--- config.mk ---
export PLATFORM = sky130hd
export DESIGN_NAME = multicycle_control_fsm
export DESIGN_NICKNAME = d
export VERILOG_FILES = /design/src/rtl/multicycle_control_fsm.sv
export SDC_FILE = /design/constraint.sdc
export NUM_CORES = 1
export LEC_CHECK = 0
export BUFFER_PORTS_ARGS = -buffer_cell sky130_fd_sc_hd__buf_4
export CAP_MARGIN = 20
export CORE_UTILIZATION = 60
export CTS_BUF_LIST = sky130_fd_sc_hd__clkbuf_8
export DETAILED_ROUTE_END_ITERATION = 8
export PLACE_DENSITY = 0.88
export SLEW_MARGIN = 30
export SYNTH_ARGS = -nofsm -noshare
export SYNTH_HDL_FRONTEND = slang
export SYNTH_SLANG_ARGS = --single-unit
--- constraint.sdc ---
create_clock -name clk -period 5.1 [get_ports clk]
set_input_delay 1.02 -clock clk [delete_from_list [all_inputs] [get_ports clk]]
set_output_delay 1.02 -clock clk [all_outputs]
set_load 0.05 [all_outputs]
--- src/rtl/multicycle_control_fsm.sv ---
// Multi-cycle RV32I control sequencer: FETCH/DECODE/EXECUTE/MEMORY/WRITEBACK with
// memory wait states, bus timeout, halt at instruction boundaries and sticky traps.
module multicycle_control_fsm #(
    parameter int MEM_TIMEOUT = 15,
    parameter int TMO_W       = 4,
    parameter int CNT_W       = 32
) (
    input  logic             clk,
    input  logic             reset,
    input  logic [6:0]       opcode,
    input  logic             branch_taken,
    input  logic             mem_ready,
    input  logic             halt_req,
    output logic             pc_write,
    output logic [1:0]       pc_src,
    output logic             ir_write,
    output logic             addr_src,
    output logic             mem_read,
    output logic             mem_write,
    output logic             reg_write,
    output logic [1:0]       result_src,
    output logic [1:0]       alu_a_src,
    output logic             alu_b_src,
    output logic             retire,
    output logic [CNT_W-1:0] instret,
    output logic [3:0]       state,
    output logic             halted,
    output logic             trap,
    output logic [1:0]       trap_cause
);

    typedef enum logic [3:0] {
        S_FETCH     = 4'd0,
        S_DECODE    = 4'd1,
        S_EXECUTE   = 4'd2,
        S_MEMORY    = 4'd3,
        S_WRITEBACK = 4'd4,
        S_HALT      = 4'd5,
        S_TRAP      = 4'd6
    } state_t;

    localparam logic [6:0] OPC_LUI    = 7'b0110111;
    localparam logic [6:0] OPC_AUIPC  = 7'b0010111;
    localparam logic [6:0] OPC_JAL    = 7'b1101111;
    localparam logic [6:0] OPC_JALR   = 7'b1100111;
    localparam logic [6:0] OPC_BRANCH = 7'b1100011;
    localparam logic [6:0] OPC_LOAD   = 7'b0000011;
    localparam logic [6:0] OPC_STORE  = 7'b0100011;
    localparam logic [6:0] OPC_OPIMM  = 7'b0010011;
    localparam logic [6:0] OPC_OP     = 7'b0110011;

    localparam bit             TMO_EN  = (MEM_TIMEOUT != 0);
    localparam logic [TMO_W-1:0] TMO_LIM = TMO_W'(MEM_TIMEOUT);

    state_t           cur, nxt;
    logic [TMO_W-1:0] wait_cnt;
    logic [6:0]       op_q;
    logic             trap_q;
    logic [1:0]       cause_q;
    logic             trap_set;
    logic [1:0]       cause_nxt;
    logic             legal;
    logic             tmo_hit;
    state_t           boundary;

    always_comb begin
        legal = opcode inside {OPC_LUI, OPC_AUIPC, OPC_JAL, OPC_JALR, OPC_BRANCH,
                               OPC_LOAD, OPC_STORE, OPC_OPIMM, OPC_OP};
    end

    // mem_ready in the limit cycle takes priority, so the hit is qualified with !mem_ready
    assign tmo_hit  = TMO_EN && (wait_cnt == TMO_LIM) && !mem_ready;
    assign boundary = halt_req ? S_HALT : S_FETCH;

    always_comb begin
        nxt        = cur;
        pc_write   = 1'b0;
        pc_src     = 2'd0;
        ir_write   = 1'b0;
        addr_src   = 1'b0;
        mem_read   = 1'b0;
        mem_write  = 1'b0;
        reg_write  = 1'b0;
        result_src = 2'd0;
        alu_a_src  = 2'd0;
        alu_b_src  = 1'b0;
        retire     = 1'b0;
        halted     = 1'b0;
        trap_set   = 1'b0;
        cause_nxt  = cause_q;

        case (cur)
            S_FETCH: begin
                mem_read = 1'b1;
                if (mem_ready) begin
                    ir_write = 1'b1;
                    nxt      = S_DECODE;
                end else if (tmo_hit) begin
                    nxt       = S_TRAP;
                    trap_set  = 1'b1;
                    cause_nxt = 2'd2;
                end
            end

            S_DECODE: begin
                if (legal) begin
                    nxt = S_EXECUTE;
                end else begin
                    nxt       = S_TRAP;
                    trap_set  = 1'b1;
                    cause_nxt = 2'd1;
                end
            end

            S_EXECUTE: begin
                case (op_q)
                    OPC_OP: begin
                        nxt = S_WRITEBACK;
                    end
                    OPC_OPIMM, OPC_JALR: begin
                        alu_b_src = 1'b1;
                        nxt       = S_WRITEBACK;
                    end
                    OPC_LOAD, OPC_STORE: begin
                        alu_b_src = 1'b1;
                        nxt       = S_MEMORY;
                    end
                    OPC_AUIPC, OPC_JAL: begin
                        alu_a_src = 2'd1;
                        alu_b_src = 1'b1;
                        nxt       = S_WRITEBACK;
                    end
                    OPC_BRANCH: begin
                        alu_a_src = 2'd1;
                        alu_b_src = 1'b1;
                        pc_write  = 1'b1;
                        pc_src    = {1'b0, branch_taken};
                        retire    = 1'b1;
                        nxt       = boundary;
                    end
                    OPC_LUI: begin
                        alu_a_src = 2'd2;
                        alu_b_src = 1'b1;
                        nxt       = S_WRITEBACK;
                    end
                    default: nxt = S_FETCH;
                endcase
            end

            S_MEMORY: begin
                addr_src  = 1'b1;
                mem_read  = (op_q == OPC_LOAD);
                mem_write = (op_q == OPC_STORE);
                if (mem_ready) begin
                    if (op_q == OPC_STORE) begin
                        pc_write = 1'b1;
                        retire   = 1'b1;
                        nxt      = boundary;
                    end else begin
                        nxt = S_WRITEBACK;
                    end
                end else if (tmo_hit) begin
                    nxt       = S_TRAP;
                    trap_set  = 1'b1;
                    cause_nxt = 2'd3;
                end
            end

            S_WRITEBACK: begin
                reg_write = 1'b1;
                pc_write  = 1'b1;
                retire    = 1'b1;
                if (op_q == OPC_LOAD) begin
                    result_src = 2'd1;
                end else if (op_q == OPC_JAL || op_q == OPC_JALR) begin
                    result_src = 2'd2;
                    pc_src     = 2'd1;
                end
                nxt = boundary;
            end

            S_HALT: begin
                halted = 1'b1;
                if (!halt_req) nxt = S_FETCH;
            end

            S_TRAP: begin
                nxt = S_TRAP;
            end

            default: nxt = S_FETCH;
        endcase
    end

    always_ff @(posedge clk or negedge reset) begin
        if (!reset) begin
            cur      <= S_FETCH;
            wait_cnt <= '0;
            op_q     <= '0;
            instret  <= '0;
            trap_q   <= 1'b0;
            cause_q  <= 2'd0;
        end else begin
            cur <= nxt;
            // Counter restarts on every state change so it only measures the current access
            if (nxt != cur || mem_ready) begin
                wait_cnt <= '0;
            end else if (cur == S_FETCH || cur == S_MEMORY) begin
                wait_cnt <= wait_cnt + TMO_W'(1);
            end
            if (cur == S_DECODE) op_q <= opcode;
            if (retire) instret <= instret + CNT_W'(1);
            if (trap_set) begin
                trap_q  <= 1'b1;
                cause_q <= cause_nxt;
            end
        end
    end

    assign state      = cur;
    assign trap       = trap_q;
    assign trap_cause = cause_q;

endmodule

==> flow_metrics.env <==
export IMPL_status="finished clean"
export IMPL_syn_avg_cell_area_um2=10.1
export IMPL_antennaDiodeCount=0
export IMPL_ant_nets=0
export IMPL_crit_type="reg2out"
export IMPL_grtUsageTotal_pct=25.6
export IMPL_cts_tree="yes"
export IMPL_detail_route_wl_per_cell_um=14.8
export IMPL_startpoint_type="flop"
export IMPL_p_leak_nw=1.59
export IMPL_rows=24
export IMPL_cts_reportedPaths_clkPinSlew_ns=0.08
export IMPL_final_cell_mix="64 x buf_4, 50 x dfrtp_1, 26 x nand2_1, 24 x xnor2_1, 22 x nor2_1"
export IMPL_crit_fanout=16
export IMPL_crit_start="state[1]"
export IMPL_synth_cell_types=59
export IMPL_ys_ff_latch=50
export IMPL_cts_setup_buffers=0
export IMPL_finalNetCount=350
export IMPL_areaGrowthSynthToFinish_pct=21.5
export IMPL_synthMuxAreaShare_pct=3.27
export IMPL_synth_area_mm2=0.00276
export IMPL_holdWs_ns=0.472
export IMPL_grt_pass1_wl_mm=10.0
export IMPL_tightest_slew_ns=0.748
export IMPL_drv_slew=0
export IMPL_r2r_start="state[2]"
export IMPL_hold_viol=0
export IMPL_cts_resized=0
export IMPL_min_period_ns=3.32
export IMPL_die_x_um=69.8
export IMPL_wl_mm=5.76
export IMPL_root_buffer="clkbuf_8"
export IMPL_worstHoldPathCells=1
export IMPL_dieHeight_um=69.8
export IMPL_postCtsHoldBufs=0
export IMPL_synth_compound_area_share_pct=11.1
export IMPL_grt_ovfl_total=0
export IMPL_synth_edf_count=0
export IMPL_start_util_pct=62.9
export IMPL_cts_max_path_buffers=2
export IMPL_viasPerCell=5.68
export IMPL_cp_data_arrival_time_ns=2.30
export IMPL_worstHoldPathType="reg2reg"
export IMPL_ir_drop_mv=0.293
export IMPL_h_tree_depth=2
export IMPL_final_setup_skew_ns=0.00502
export IMPL_yosys_area_share_simple_pct=25.6
export IMPL_yosys_warnings=0
export IMPL_min_delay_start="instret[31]"
export IMPL_num_vias=2210
export IMPL_core_area_mm2=0.00438
export IMPL_power_density_mw_per_mm2=433
export IMPL_synth_cells=273
export IMPL_drt_pass1_iterations=5
export IMPL_clkSinkCount=50
export IMPL_synthXorXnorAreaFrac_pct=10.8
export IMPL_antenna_found_initial=0
export IMPL_insertion_delay_ns=0.29
export IMPL_max_freq_mhz=301
export IMPL_ys_async_sr_fraction_pct=100
export IMPL_multiInputGateArea_mm2=0.00143
export IMPL_crit_chain="or4b_4, o31ai_4, a41oi_4, inv_1, buf_4"
export IMPL_rsz0062_at_grt="false"
export IMPL_synth_top_family_by_area="simple AND/OR/NAND/NOR gates"
export IMPL_portBuffers=64
export IMPL_endpoint_kind="primary output"
export IMPL_grt_max_degree=51
export IMPL_cts_buffers=5
export IMPL_critical_path_required_ns=4.08
export IMPL_final_common_cell="buf_4"
export IMPL_setup_viol=0
export IMPL_final_setup_tns_ns=0
export IMPL_dp_hpwl_mm=4.26
export IMPL_cap_violations=0
export IMPL_drt_initial_drc_count=203
export IMPL_io_pins=66
export IMPL_ys_flop_type="dfrtp_1"
export IMPL_slowest_delay_ns=0.59
export IMPL_synthAdderAreaFrac_pct=0.908
export IMPL_cp_slowest_cell="dfrtp_1"
export IMPL_fill_cells=328
export IMPL_regToRegSetupSlack_ns=2.60
export IMPL_relSlewSlack_pct=49.7
export IMPL_drc=0
export IMPL_die_area_mm2=0.00487
export IMPL_grt_pass1_vias=2154
export IMPL_rr_worst_depth=6
export IMPL_regArea_mm2=0.00125
export IMPL_gp_congestion=0.885
export IMPL_synth_seq_area_share_pct=45.4
export IMPL_drive_above_1_share_pct=28.2
export IMPL_period_share_pct=65.1
synth_stat cells (2+ instances only):
master     instances  area, µm²
a2bb2oi_1          2       17.5
nor4_1             2       12.5
nand3_1           12       60.1
and4_1             2       17.5
nor4_4             2       42.5
nand4_1            6       37.5
nand4b_1           2       17.5
o21ai_0            8       40.0
buf_4              2       15.0
nor2_1            22       82.6
mux2_2             8       90.1
nor2_2             3       18.8
or2_2              4       25.0
or3_1              2       12.5
nor3_1             7       35.0
dfrtp_1           50       1250
nand2_1           26       97.6
ha_1               2       25.0
nor2b_1            2       12.5
a21oi_1            8       40.0
nand2b_1           5       31.3
inv_1              8       30.0
xor2_1            10       87.6
clkbuf_1           6       22.5
xnor2_1           24        210
and2_1             6       37.5
and3_1             9       56.3
a211oi_1           2       15.0
layer usage:
| metal | global-route usage [%] | vias to the layer above | share of wire (%) |
|---|---|---|---|
| met5 | 0 | - | 0 |
| met4 | 10.2 | 0 | 1.9 |
| met3 | 3.49 | 13 | 4.3 |
| met2 | 41.8 | 72 | 49 |
| met1 | 34.6 | 1034 | 44 |
| li1 | - | 1091 | - |
path summary, 6_finish.rpt:
check,end
max in group asynchronous,state[2]
max,pc_write
min reg2reg,instret[31]
min in group asynchronous,op_q[3]
max reg2reg,wait_cnt[0]
min,instret[31]
cells by family after synthesis:
| kind of cell | after synthesis |
|---|---|
| muxes | 8 |
| and+or+nand+nor | 122 |
| AOI/OAI and AO/OA | 39 |
| buffers and inverters | 17 |
| adders and majority gates | 2 |
| xor gates and xnor gates | 34 |
| DFF | 50 |
| other | 1 |
metrics by stage:
| stage | cells | instance area, µm² | utilization (%) | total power, W | setup slack, ns |
|---|---|---|---|---|---|
| 5_1_grt | 389 | 3350 | 76.4 | 0.00154 | 1.64 |
| 2_1_floorplan | 274 | 2760 | - | 0.00107 | 0.914 |
| 3_5_place_dp | 381 | 3260 | 74.3 | 0.00123 | 2.11 |
| 6_report | 389 | 3350 | 76.4 | 0.00145 | 1.78 |
| 3_3_place_gp | 381 | 3260 | 74.3 | 0.00121 | 2.14 |
| 4_1_cts | 389 | 3350 | 76.4 | 0.00145 | 1.78 |
report_power, final:
part           internal (W)  switching, W  leakage [nW]
clock network      0.000108      0.000120        0.0524
logic              0.000240      0.000394         0.870
registers          0.000462      0.000125         0.666
total              0.000810      0.000639          1.59
critical path: cells and delay by family, from the launching register on:
family	cells	cell delay [ns]
compound gates	2	0.43
flops	1	0.59
simple gates	1	0.55
buf+inv	2	0.44
state kept, by name, indices dropped and copies added, names as in the netlist:
name        count
instret        32
state           4
trap            1
op_q            7
trap_cause      2
wait_cnt        4
final cells by class:
cell class,instances,share of cell area [%]
Multi-Input combinational cell,207,42.7
Sequential cell,50,37.4
Timing Repair Buffer,64,14.3
Inverter,8,0.897
Tap cell,52,1.94
Clock buffer,6,2.47
Clock inverter,2,0.262
Note: power is estimated with default switching activity, not from simulation.
